--- src/rtl/rpsc_fault_pkg.sv ---
// Shared constants and helpers for the RPSC fault-latch card.
package rpsc_fault_pkg;

  localparam int RPSC_MAX_CH = 32;
  localparam int RPSC_CNT_W  = 8;

  localparam logic [RPSC_MAX_CH-1:0] RPSC_HOLD_MASK_DEF = 32'h0000_00F7;
  localparam logic [RPSC_MAX_CH-1:0] RPSC_OUT_MASK_DEF  = 32'h0000_000F;

  localparam logic [RPSC_CNT_W-1:0] RPSC_CNT_MAX = '1;

  // Width of a channel index; a single-channel card still needs one bit.
  function automatic int rpsc_idx_w(input int n);
    return (n > 1) ? $clog2(n) : 1;
  endfunction

endpackage

--- src/rtl/rpsc_fault_chan.sv ---
// One fault channel: two-flop synchroniser, debounce counter and state flop.
// HOLD=1 latches the state until the operator clear; HOLD=0 makes it transparent.
module rpsc_fault_chan
  import rpsc_fault_pkg::*;
#(
  parameter int DEB_CYC = 4,
  parameter bit HOLD    = 1'b1
) (
  input  logic clk,
  input  logic reset,
  input  logic clr,
  input  logic fault_in,
  output logic st,
  output logic st_nxt
);

  localparam logic [RPSC_CNT_W-1:0] DEB_LIM = RPSC_CNT_W'(DEB_CYC);

  logic [1:0]            sync;
  logic [RPSC_CNT_W-1:0] cnt;
  logic [RPSC_CNT_W-1:0] cnt_nxt;
  logic                  qual_nxt;

  // NOTE: every variable driven here gets a default first so no path can infer a latch.
  always_comb begin
    cnt_nxt = '0;
    if (sync[1]) begin
      cnt_nxt = (cnt == DEB_LIM) ? cnt : cnt + 1'b1;
    end
    qual_nxt = (cnt_nxt == DEB_LIM);
    // Set beats clear, so a still-qualified latched fault survives the clear.
    if (HOLD) begin
      st_nxt = qual_nxt | (st & ~clr);
    end else begin
      st_nxt = qual_nxt;
    end
  end

  // NOTE: state flops use non-blocking assignment so all registers update together.
  always_ff @(posedge clk or posedge reset) begin
    if (reset) begin
      sync <= '0;
      cnt  <= '0;
      st   <= 1'b0;
    end else begin
      sync <= {sync[0], fault_in};
      cnt  <= cnt_nxt;
      st   <= st_nxt;
    end
  end

endmodule

--- src/rtl/rpsc_fault_card.sv ---
// Parametrised RPSC fault-latch card: N_CH channels, masks, LA test points,
// event counter and first-fault record (built only with RPSC_FIRST_FAULT_EN).
module rpsc_fault_card
  import rpsc_fault_pkg::*;
#(
  parameter int                     N_CH      = 8,
  parameter int                     DEB_CYC   = 4,
  parameter logic [RPSC_MAX_CH-1:0] HOLD_MASK = RPSC_HOLD_MASK_DEF,
  parameter logic [RPSC_MAX_CH-1:0] OUT_MASK  = RPSC_OUT_MASK_DEF
) (
  input  logic                          clk,
  input  logic                          reset,
  input  logic                          reset_hold_error,
  input  logic                          LA_Test,
  input  logic [N_CH-1:0]               fault_in,
  output logic [N_CH-1:0]               out,
  output logic [N_CH-1:0]               la,
  output logic                          fault_any,
  output logic [RPSC_CNT_W-1:0]         fault_cnt,
  output logic                          ff_valid,
  output logic [rpsc_idx_w(N_CH)-1:0]   ff_idx
);

  localparam int IDX_W = rpsc_idx_w(N_CH);

  logic [N_CH-1:0]       st;
  logic [N_CH-1:0]       st_nxt;
  logic [N_CH-1:0]       st_rise;
  logic [5:0]            rise_cnt;
  logic [RPSC_CNT_W:0]   cnt_sum;
  logic [RPSC_CNT_W-1:0] fault_cnt_nxt;

  for (genvar i = 0; i < N_CH; i++) begin : g_chan
    rpsc_fault_chan #(
      .DEB_CYC (DEB_CYC),
      .HOLD    (HOLD_MASK[i])
    ) u_chan (
      .clk      (clk),
      .reset    (reset),
      .clr      (reset_hold_error),
      .fault_in (fault_in[i]),
      .st       (st[i]),
      .st_nxt   (st_nxt[i])
    );
  end

  assign st_rise = st_nxt & ~st;

  always_comb begin
    rise_cnt = '0;
    for (int i = 0; i < N_CH; i++) begin
      rise_cnt = rise_cnt + 6'(st_rise[i]);
    end
    cnt_sum       = {1'b0, fault_cnt} + (RPSC_CNT_W + 1)'(rise_cnt);
    fault_cnt_nxt = cnt_sum[RPSC_CNT_W] ? RPSC_CNT_MAX : cnt_sum[RPSC_CNT_W-1:0];
  end

  // Outputs are registered from the next channel state so they move on the same edge as st.
  always_ff @(posedge clk or posedge reset) begin
    if (reset) begin
      out       <= '0;
      la        <= '0;
      fault_any <= 1'b0;
      fault_cnt <= '0;
    end else begin
      out       <= st_nxt & OUT_MASK[N_CH-1:0];
      la        <= st_nxt | {N_CH{LA_Test}};
      fault_any <= |st_nxt;
      fault_cnt <= fault_cnt_nxt;
    end
  end

`ifdef RPSC_FIRST_FAULT_EN
  logic [IDX_W-1:0] low_idx;

  always_comb begin
    low_idx = '0;
    for (int i = N_CH - 1; i >= 0; i--) begin
      if (st_rise[i]) low_idx = IDX_W'(i);
    end
  end

  // The clear outranks a capture on the same edge.
  always_ff @(posedge clk or posedge reset) begin
    if (reset) begin
      ff_valid <= 1'b0;
      ff_idx   <= '0;
    end else if (reset_hold_error) begin
      ff_valid <= 1'b0;
      ff_idx   <= '0;
    end else if (!ff_valid && (|st_rise)) begin
      ff_valid <= 1'b1;
      ff_idx   <= low_idx;
    end
  end
`else
  assign ff_valid = 1'b0;
  assign ff_idx   = '0;
`endif

endmodule

--- config.mk ---
export PLATFORM = sky130hd
export DESIGN_NAME = rpsc_fault_card
export DESIGN_NICKNAME = d
export VERILOG_FILES = /design/src/rtl/rpsc_fault_pkg.sv /design/src/rtl/rpsc_fault_chan.sv /design/src/rtl/rpsc_fault_card.sv
export SDC_FILE = /design/constraint.sdc
export NUM_CORES = 1
export LEC_CHECK = 0
export ABC_AREA = 1
export CAP_MARGIN = 30
export CORE_ASPECT_RATIO = 0.75
export CORE_MARGIN = 3
export CORE_UTILIZATION = 40
export CTS_BUF_LIST = sky130_fd_sc_hd__clkbuf_4 sky130_fd_sc_hd__clkbuf_8 sky130_fd_sc_hd__clkbuf_16
export DETAILED_ROUTE_END_ITERATION = 10
export GPL_TIMING_DRIVEN = 0
export HOLD_SLACK_MARGIN = 0.05
export PLACE_DENSITY_LB_ADDON = 0.15
export SYNTH_ARGS = -nofsm -noshare
export SYNTH_HDL_FRONTEND = slang
export SYNTH_SLANG_ARGS = --single-unit
--- constraint.sdc ---
create_clock -name clk -period 5.3 [get_ports clk]
set_input_delay 1.59 -clock clk [delete_from_list [all_inputs] [get_ports clk]]
set_output_delay 1.59 -clock clk [all_outputs]
set_load 0.01 [all_outputs]
# Yosys cells after proc, flatten, opt, wreduce, memory -nomap -nowiden

Index checks and enable logic that the tools add are counted.

Input bits: 12
Output and inout port bits: 29
Bits in registers: 109
Logic and storage cells: 96

Mux-type cells: 17
Reductions and logical operators: 1
Eq/ne operators: 16
Add/subtract/negate cells: 16
Bitwise logic cells: 18

Operators by type and width:

| kind                                          | number |
|---|---|
| 2-to-1 mux 8 bit                              | 17 |
| == test 8 x 3 -> 1 bit, second input constant | 16 |
| adder 8 x 1 -> 8 bit, second input constant   | 8 |
| adder 6 x 1 -> 6 bit                          | 2 |
| adder 8 x 6 -> 9 bit                          | 1 |
| AND 8 bit                                     | 1 |
| NOT 8 bit                                     | 1 |
| OR 8 bit                                      | 1 |
| OR reduction 8 bit                            | 1 |
| AND 1 bit                                     | 7 |
| OR 1 bit                                      | 7 |
| adder 5 x 1 -> 6 bit                          | 1 |
| adder 4 x 1 -> 5 bit                          | 1 |
| adder 3 x 1 -> 4 bit                          | 1 |
| adder 2 x 1 -> 3 bit                          | 1 |
| adder 1 x 1 -> 2 bit                          | 1 |
| NOT 1 bit                                     | 1 |

# Depth between registers and ports, before layout

Gate-level depths: netlist (run 1).

Word-level depth: 15
Mapped depth: 28
Depth with buffers taken out: 28

# Modules after synthesis

From an unflattened synthesis (run 1), not the netlist that was laid out.

Cells, all modules: 768
Area total of the unflattened synthesis: 6012.0 um^2

Modules (own cells, without submodules):

| module                                 | area an instance (um^2) | times used | sequential area each (um^2) | cells each |
|---|---|---|---|---|
| rpsc_fault_chan (g_chan[0].u_chan ...) | 614.3                   | 7          | 275.3                       | 82 |
| rpsc_fault_card                        | 1127.3                  | 1          | 525.5                       | 122 |
| rpsc_fault_chan (g_chan[3].u_chan)     | 584.3                   | 1          | 275.3                       | 72 |

# Worst setup path after synthesis (run 1)

No wires, ideal clock.

Kind: input port to flip-flop
Start point: input reset_hold_error
End point: register fault_cnt[2]
Library setup time: 129 ps
Buffers on the path: 0
Stages on the path: 19
Required time: 5171 ps
Setup slack: 388 ps
Data arrival time: 4783 ps
Cells stage by stage: nor2_1 > a21oi_2 > nor2_1 > fa_1 > inv_1 > fa_1 > inv_1 > fa_1 > inv_1 > fa_1 > inv_1 > fa_1 > nand2_1 > inv_1 > o21a_1 > nor2_1 > nor2_1 > nand2_1 > o21ai_0

Cells in the longest elaborated chain, start to end: 13

Ends and longest elaborated chain:

| element                    | line                  | RTL |
|---|---|---|
| start, declared            | rpsc_fault_card.sv:13 | `input logic reset_hold_error,` |
| NOT 1 bit *                | rpsc_fault_chan.sv:33 | `st_nxt = qual_nxt \| (st & ~clr);` |
| AND 1 bit                  | rpsc_fault_chan.sv:33 |  |
| OR 1 bit                   | rpsc_fault_chan.sv:33 |  |
| AND 8 bit *                | rpsc_fault_card.sv:47 | `assign st_rise = st_nxt & ~st;` |
| adder 1 x 1 -> 2 bit       | rpsc_fault_card.sv:52 | `rise_cnt = rise_cnt + 6'(st_rise[i]);` |
| adder 2 x 1 -> 3 bit       | rpsc_fault_card.sv:52 |  |
| adder 3 x 1 -> 4 bit       | rpsc_fault_card.sv:52 |  |
| adder 4 x 1 -> 5 bit       | rpsc_fault_card.sv:52 |  |
| adder 5 x 1 -> 6 bit       | rpsc_fault_card.sv:52 |  |
| adder 6 x 1 -> 6 bit       | rpsc_fault_card.sv:52 |  |
| adder 6 x 1 -> 6 bit *     | rpsc_fault_card.sv:52 |  |
| adder 8 x 6 -> 9 bit *     | rpsc_fault_card.sv:54 | `cnt_sum = {1'b0, fault_cnt} + (RPSC_CNT_W + 1)'(rise_cnt);` |
| 2-to-1 mux 8 bit *         | rpsc_fault_card.sv:55 | `fault_cnt_nxt = cnt_sum[RPSC_CNT_W] ? RPSC_CNT_MAX : cnt_sum[RPSC_CNT_W-1:0];` |
| named net fault_cnt_nxt[2] | rpsc_fault_card.sv:31 | `logic [RPSC_CNT_W-1:0] fault_cnt_nxt;` |
| end signal, assigned       | rpsc_fault_card.sv:69 | `fault_cnt <= fault_cnt_nxt;` |
| end, declared              | rpsc_fault_card.sv:19 | `output logic [RPSC_CNT_W-1:0] fault_cnt,` |

Mark *: on every way through the listed nets, which the timed path passes. The rest lies on a longest branch.

# Final worst setup path (run 1)

Start point: input reset_hold_error
End point: register fault_cnt[3]

The elaborated chain is that of the path after synthesis.

==> flow_summary.json, run 1 <==
{
  "place.gp.congestion": 0.8187,
  "htreeDepth": 3,
  "globalRouteMet3Util": 0.04102,
  "power_density_nw_per_um2": 406.2,
  "first_global_vias": 4467,
  "fmax_mhz": 200.9,
  "cts-root-buf": "clkbuf_16",
  "timing.setup.tns_ps": 0,
  "r2r_cells": 25,
  "holdCritPathClass": "register to register",
  "cp_slowest_cell": "fa_1",
  "core_region_area_um2": 13980,
  "hold_viol": 0,
  "layout.cells.non_filler": 1005,
  "n_antenna_cell": 0,
  "numCtsBuffers": 9,
  "critPathArrivalTime_ps": 5240,
  "critical-path-max-stage-delay_ps": 540,
  "grt_pass1_wl_um": 20560,
  "cts_max_path_buffers": 2,
  "dpl.hpwl_um": 8658,
  "vias_per_cell": 4.521,
  "final-max-slew-violation-count": 0,
  "required_ps": 5560,
  "drt_iter0_markers": 159,
  "multi_input_area_um2": 2577,
  "rsz0062_at_grt": "false",
  "min_period_over_period": 0.9392,
  "overflow": 0,
  "cp-start-kind": "input port",
  "track_usage": 0.1552,
  "crit_type": "input port to register",
  "fin_ws_ps": 322.2,
  "worstSkewPairLatency_ps": 350,
  "fin_skew_ps": 4.816,
  "path_buf_inv": 6,
  "grt_start_max_net_pins": 66,
  "peakVddDrop_uv": 173.4,
  "seqCellArea_um2": 2628,
  "ys_seq_area_frac": 0.4511,
  "path_cells": "buf_2, nor2_1, a21oi_2, nor2_1, fa_1, inv_1, fa_1, inv_1, fa_1, inv_1, fa_1, inv_1, fa_1, nand2_1, inv_1, o21a_1, nor2_4, nor2_2, nand2_2, o21ai_0",
  "routed_wl_um": 11430,
  "yosys_warnings": 0,
  "io_buffer_count": 32,
  "fin_util": 0.4860,
  "met2_usage": 0.2421,
  "postRouteAntennaNets": 0,
  "first_pass_iters": 4,
  "grt_util_met1": 0.2135,
  "synth_cells": 753,
  "worst-r2r-setup-slack_ps": 590,
  "io_pins": 41,
  "ys_types": 38,
  "post_dp_cell_area_um2": 6445,
  "cellLeakagePower_nw": 3.761,
  "tritoncts": "yes",
  "max-slew-margin-rel": 0.6502,
  "cp-end-kind": "register",
  "die_height_um": 110.5,
  "dp_cells": 988,
  "area_growth_syn_to_layout_pct": 16.67,
  "pre_cts_slack_ps": -884.4,
  "avgSynthCellArea_um2": 7.735,
  "ys_seq_elements": 105,
  "maxCapViolCount": 0,
  "hp-start": "g_chan[4].u_chan.sync[0]$_DFF_PP0_",
  "fin_nets": 844,
  "status": "completed",
  "clkTransAtPathRegs_ps": 70,
  "r2r-end": "fault_cnt[3]$_DFF_PP0_",
  "final_layout_size_suffix_gt1_frac": 0.09383,
  "synth_area_um2": 5824,
  "post_drt_wl_per_cell_um": 11.37,
  "r2r_start": "g_chan[0].u_chan.cnt[0]$_DFF_PP0_",
  "row_count": 37,
  "cp_max_fo": 6,
  "tightest_slew_ps": 524.7,
  "cts.sinks": 105,
  "die-area_um2": 16060,
  "die_x_um": 145.3,
  "final-setup-viol-count": 0,
  "min_period_ps": 4978,
  "initial_core_util": 0.4166,
  "finalInstanceArea_um2": 6795,
  "fillCellCount": 1370,
  "min_to": "g_chan[4].u_chan.sync[1]$_DFF_PP0_",
  "drc": 0,
  "vias": 4544,
  "hold_depth": 0,
  "antenna_found_initial": 0,
  "cp_top_family": "adder cells",
  "busiest_layer": "met2"
}
[Yosys cell counts]
master / number / area share
inv_2: 5 / 0.0032
ha_1: 22 / 0.047
and2_1: 1 / 0.0011
conb_1: 1 / 0.00064
nor2_1: 95 / 0.061
nor2_2: 9 / 0.0097
o22ai_1: 1 / 0.0011
nor3_1: 3 / 0.0026
o21a_1: 1 / 0.0013
nand4_1: 5 / 0.0054
a21boi_0: 2 / 0.0026
a21boi_1: 1 / 0.0013
a31o_2: 1 / 0.0015
clkbuf_1: 2 / 0.0013
a21oi_1: 9 / 0.0077
nand2_1: 196 / 0.13
nand3_1: 58 / 0.050
xor2_1: 7 / 0.011
or2_1: 2 / 0.0021
a31oi_1: 1 / 0.0011
dfrtp_1: 105 / 0.45
o21ai_1: 2 / 0.0017
a21oi_2: 4 / 0.0060
o21bai_1: 7 / 0.0090
nand3_2: 10 / 0.017
buf_4: 14 / 0.018
nand3b_1: 6 / 0.0077
nand2_2: 6 / 0.0064
inv_1: 138 / 0.089
nor4_1: 1 / 0.0011
xnor2_1: 9 / 0.014
buf_2: 1 / 0.00086
clkinv_1: 1 / 0.00064
fa_1: 5 / 0.017
nor2_4: 1 / 0.0019
o21ai_0: 19 / 0.016
nor3_2: 1 / 0.0017
a21oi_4: 1 / 0.0028
[sequential cells by signal (all words and copies together), names as in the netlist]
signal / count
g_chan.u_chan.cnt: 64
g_chan.u_chan.st: 4
g_chan.u_chan.sync: 16
out: 4
fault_any: 1
fault_cnt: 8
la: 8
[layer usage]
metal,part of all wire,up-vias
met3,0.036,10
li1,-,2382
met5,0,-
met4,0.011,0
met1,0.51,2084
met2,0.44,68
[logic make-up (layout without fill, tap and decap cells)]
logic type      Yosys count  in the layout  synth area share
xor+xnor                 16             16           0.02406
flops                   105            105            0.4511
compound gates           49             49           0.05242
simple gates            394            394            0.2943
fa+ha+maj                27             27           0.06445
buf+inv                 161            211            0.1130
other cells               1              8         0.0006439
[final cells by class]
type	count	area share
flip-flops and latches	105	0.3867
plain buffers	17	0.01731
repair buffers	34	0.05156
multi-input cells	494	0.3793
inverters	144	0.07991
clock buffers	14	0.04051
clock inverters	2	0.008838
well taps	195	0.03590
[per-stage QoR]
step | hold slack, ps | total power, mW
2_1_floorplan | 331.2 | 1.721
3_3_place_gp | 332.3 | 2.002
3_5_place_dp | 334.7 | 2.033
4_1_cts | 350.3 | 2.799
5_1_grt | 357.7 | 3.001
6_report | 348.1 | 2.760
[cell usage in the layout, fill, tap and decap left out, types with 10 or more instances in the layout]
cell,Yosys,final
buf_4,14,15
clkdlybuf4s50_1,0,31
dfrtp_1,105,105
ha_1,22,22
inv_1,138,137
nand2_1,196,195
nand3_1,58,58
nand3_2,10,10
nor2_1,95,93
nor2_2,9,10
o21ai_0,19,19
[worst max-delay path by stage]
stage / startpoint / to / slack [ps] / cells past startpoint
2_1_floorplan: reset_hold_error / fault_cnt[2]$_DFF_PP0_ / 390 / 19
3_3_place_gp: reset_hold_error / fault_cnt[2]$_DFF_PP0_ / -850 / 20
3_5_place_dp: reset_hold_error / fault_cnt[3]$_DFF_PP0_ / -880 / 20
4_1_cts: reset_hold_error / fault_cnt[3]$_DFF_PP0_ / 60 / 20
5_1_grt: reset_hold_error / fault_cnt[3]$_DFF_PP0_ / 20 / 20
6_report: reset_hold_error / fault_cnt[3]$_DFF_PP0_ / 320 / 20
[where the power goes]
part	total, mW	switching (mW)	internal (mW)
clock	0.737	0.281	0.456
combinational	0.949	0.535	0.414
sequential	1.07	0.130	0.945
total	2.76	0.945	1.81
[timing repair]
item                                    4_1_cts  5_1_grt
gates resized for setup                       4        5
endpoints found under the setup margin        8        7
gates cloned                                  0        0
hold buffers                                  0        0
buffers inserted                              1        0
Power figures use the tool's default switching activity.
==> inputs of run 2 (changes only) <==
CORE_MARGIN = 10   (was 3)
==> run 2 against run 1 <==
Against the previous run:
- power shrank 1.1%
- first-iteration DRC count grew 48%
- sequential share of layout area rose by 0.086 points
- worst hold slack better by 0.96 ps
- largest power group unchanged
- via count up 1.9%
- core utilization down 1.4 points
- critical path depth stayed put
- register-to-register slack hardly changed
- maximum frequency grew 0.31%
- combinational power down 2.3%
- final cell count rose by 0.40%
==> flow_summary.json, run 2 (synthesis results as in run 1) <==
{
  "final_layout_size_suffix_gt1_frac": 0.09271,
  "cp-start-kind": "input port",
  "fmax_mhz": 201.5,
  "first_global_vias": 4432,
  "die_x_um": 159.3,
  "holdCritPathClass": "register to register",
  "p_sw_frac": 0.3508,
  "min_period_over_period": 0.9363,
  "min_to": "g_chan[4].u_chan.sync[1]$_DFF_PP0_",
  "dp_cells": 993,
  "power_frac_comb": 0.339,
  "met2_usage": 0.1960,
  "cellLeakagePower_nw": 3.745,
  "crit_start": "reset_hold_error",
  "initial_core_util": 0.4056,
  "fillCellCount": 1429,
  "hp-start": "g_chan[4].u_chan.sync[0]$_DFF_PP0_",
  "place.gp.congestion": 0.8661,
  "layout.cells.non_filler": 1009,
  "post-cts-setup-buffers": 0,
  "clkTransAtPathRegs_ps": 70,
  "r2r_cells": 25,
  "power_frac_seq": 0.394,
  "min_period_ps": 4962,
  "status": "completed",
  "cp-end-kind": "register",
  "final_common_cell": "nand2_1",
  "die-area_um2": 19840,
  "clockPowerShare": 0.266,
  "hold_viol": 0,
  "final-setup-viol-count": 0,
  "top_regs": "g_chan.u_chan.cnt (64), g_chan.u_chan.sync (16)",
  "row_count": 38,
  "power_switching_mw": 0.9579,
  "n_antenna_cell": 0,
  "fin_hold_ws_ps": 349.1,
  "hold_depth": 0,
  "worst-r2r-setup-slack_ps": 590,
  "htreeDepth": 3,
  "finalInstanceArea_um2": 6780,
  "die_height_um": 124.5,
  "largest_register_ffs": 64,
  "cts-root-buf": "clkbuf_16",
  "post_drt_wl_per_cell_um": 11.60,
  "antenna_found_initial": 0,
  "final-max-slew-violation-count": 0,
  "critPathArrivalTime_ps": 5240,
  "power_density_nw_per_um2": 402.7,
  "rsz0062_at_grt": "false",
  "grt_start_max_net_pins": 58,
  "grt_util_met1": 0.1584,
  "max-slew-margin-rel": 0.5185,
  "seqCellArea_um2": 2628,
  "r2r_start": "g_chan[0].u_chan.cnt[0]$_DFF_PP0_",
  "postRouteAntennaNets": 0,
  "io_buffer_count": 32,
  "cts.sinks": 105,
  "vias_per_cell": 4.588,
  "track_usage": 0.1231,
  "overflow": 0,
  "numCtsBuffers": 9,
  "fin_skew_ps": 5.274,
  "globalRouteMet3Util": 0.03336,
  "r2r-end": "fault_cnt[6]$_DFF_PP0_",
  "core_region_area_um2": 14360,
  "first_pass_iters": 4,
  "drt_iter0_markers": 236,
  "peakVddDrop_uv": 150.2,
  "final_cell_mix": "nand2_1, inv_1, dfrtp_1",
  "vias": 4629,
  "tritoncts": "yes",
  "routed_wl_um": 11710,
  "dpl.hpwl_um": 9113,
  "crit_type": "input port to register",
  "post_dp_cell_area_um2": 6451,
  "intPower_mw": 1.773,
  "tightest_slew_ps": 722.2,
  "worstSkewPairLatency_ps": 360,
  "drc": 0,
  "required_ps": 5580,
  "cp_max_fo": 6,
  "fin_nets": 843,
  "largest-register": "g_chan.u_chan.cnt",
  "area_growth_syn_to_layout_pct": 16.41,
  "maxCapViolCount": 0,
  "io_pins": 41,
  "finalPower_mw": 2.731,
  "grt_pass1_wl_um": 20400,
  "cts_max_path_buffers": 2,
  "busiest_layer": "met2",
  "multi_input_area_um2": 2572
}
-- run 2: cell count changes in the layout (fill, tap and decap cells not counted), sizes merged --
cell / delta
clkbuf: -5
clkinv: +2
inv: +2
buf: -1
clkinvlp: +1
-- run 2: area by class of cell --
type,count,share of cell area
sequential,105,0.3875
multi-input combinational,494,0.3794
inverter,144,0.08009
timing repair buffer,33,0.05056
tap,200,0.03691
clock buffer,9,0.03322
buffer,17,0.01735
clock inverter,7,0.01495
-- run 2: metrics by stage --
step | setup TNS (ps) | worst slack (ps) | utilization
5_1_grt | 0 | 33.21 | 0.4722
6_report | 0 | 337.6 | 0.4722
3_3_place_gp | -89570 | -807.4 | 0.4472
3_5_place_dp | -5332 | -756.1 | 0.4493
4_1_cts | 0 | 41.14 | 0.4721
2_1_floorplan | 0 | 388.1 | -
-- run 2: power by group through the flow --
stage               registers, mW  logic [mW]  clock network, mW
global route                 1.10        1.08              0.793
CTS                          1.08       0.942              0.762
global placement             1.08       0.913                  0
detailed placement           1.09       0.935                  0
finish                       1.08       0.927              0.728
floorplan                    1.08       0.642                  0
-- run 2: worst max-delay path, cell delays in order --
cell	delay [ps]
buf_2	190
nor2_1	80
a21oi_2	190
nor2_1	100
fa_1	500
inv_1	50
fa_1	530
inv_1	60
fa_1	540
inv_1	60
fa_1	410
inv_1	100
fa_1	190
nand2_1	50
inv_1	70
o21a_1	120
nor2_2	60
nor2_2	140
a21oi_1	80
a31oi_1	130
-- run 2: repair_timing --
| item | in CTS | in global routing |
|---|---|---|
| hold buffers | 0 | 0 |
| endpoints found under the setup margin | 8 | 7 |
| pin swaps | 0 | 0 |
| gates resized for setup | 3 | 5 |
| cloned | 0 | 0 |
-- run 2: worst max path at each step --
stage | endpoint | slack, ps
global placement | g_chan[2].u_chan.cnt[6]$_DFF_PP0_ | -810
CTS | fault_cnt[3]$_DFF_PP0_ | 40
floorplan | fault_cnt[2]$_DFF_PP0_ | 390
global route | fault_cnt[6]$_DFF_PP0_ | 30
finish | fault_cnt[6]$_DFF_PP0_ | 340
detailed placement | fault_cnt[3]$_DFF_PP0_ | -760
-- run 2: layer usage --
metal | up-vias | share of wire
li1 | 2382 | -
met1 | 2160 | 0.49
met2 | 74 | 0.46
met3 | 13 | 0.041
met4 | 0 | 0.014
met5 | - | 0
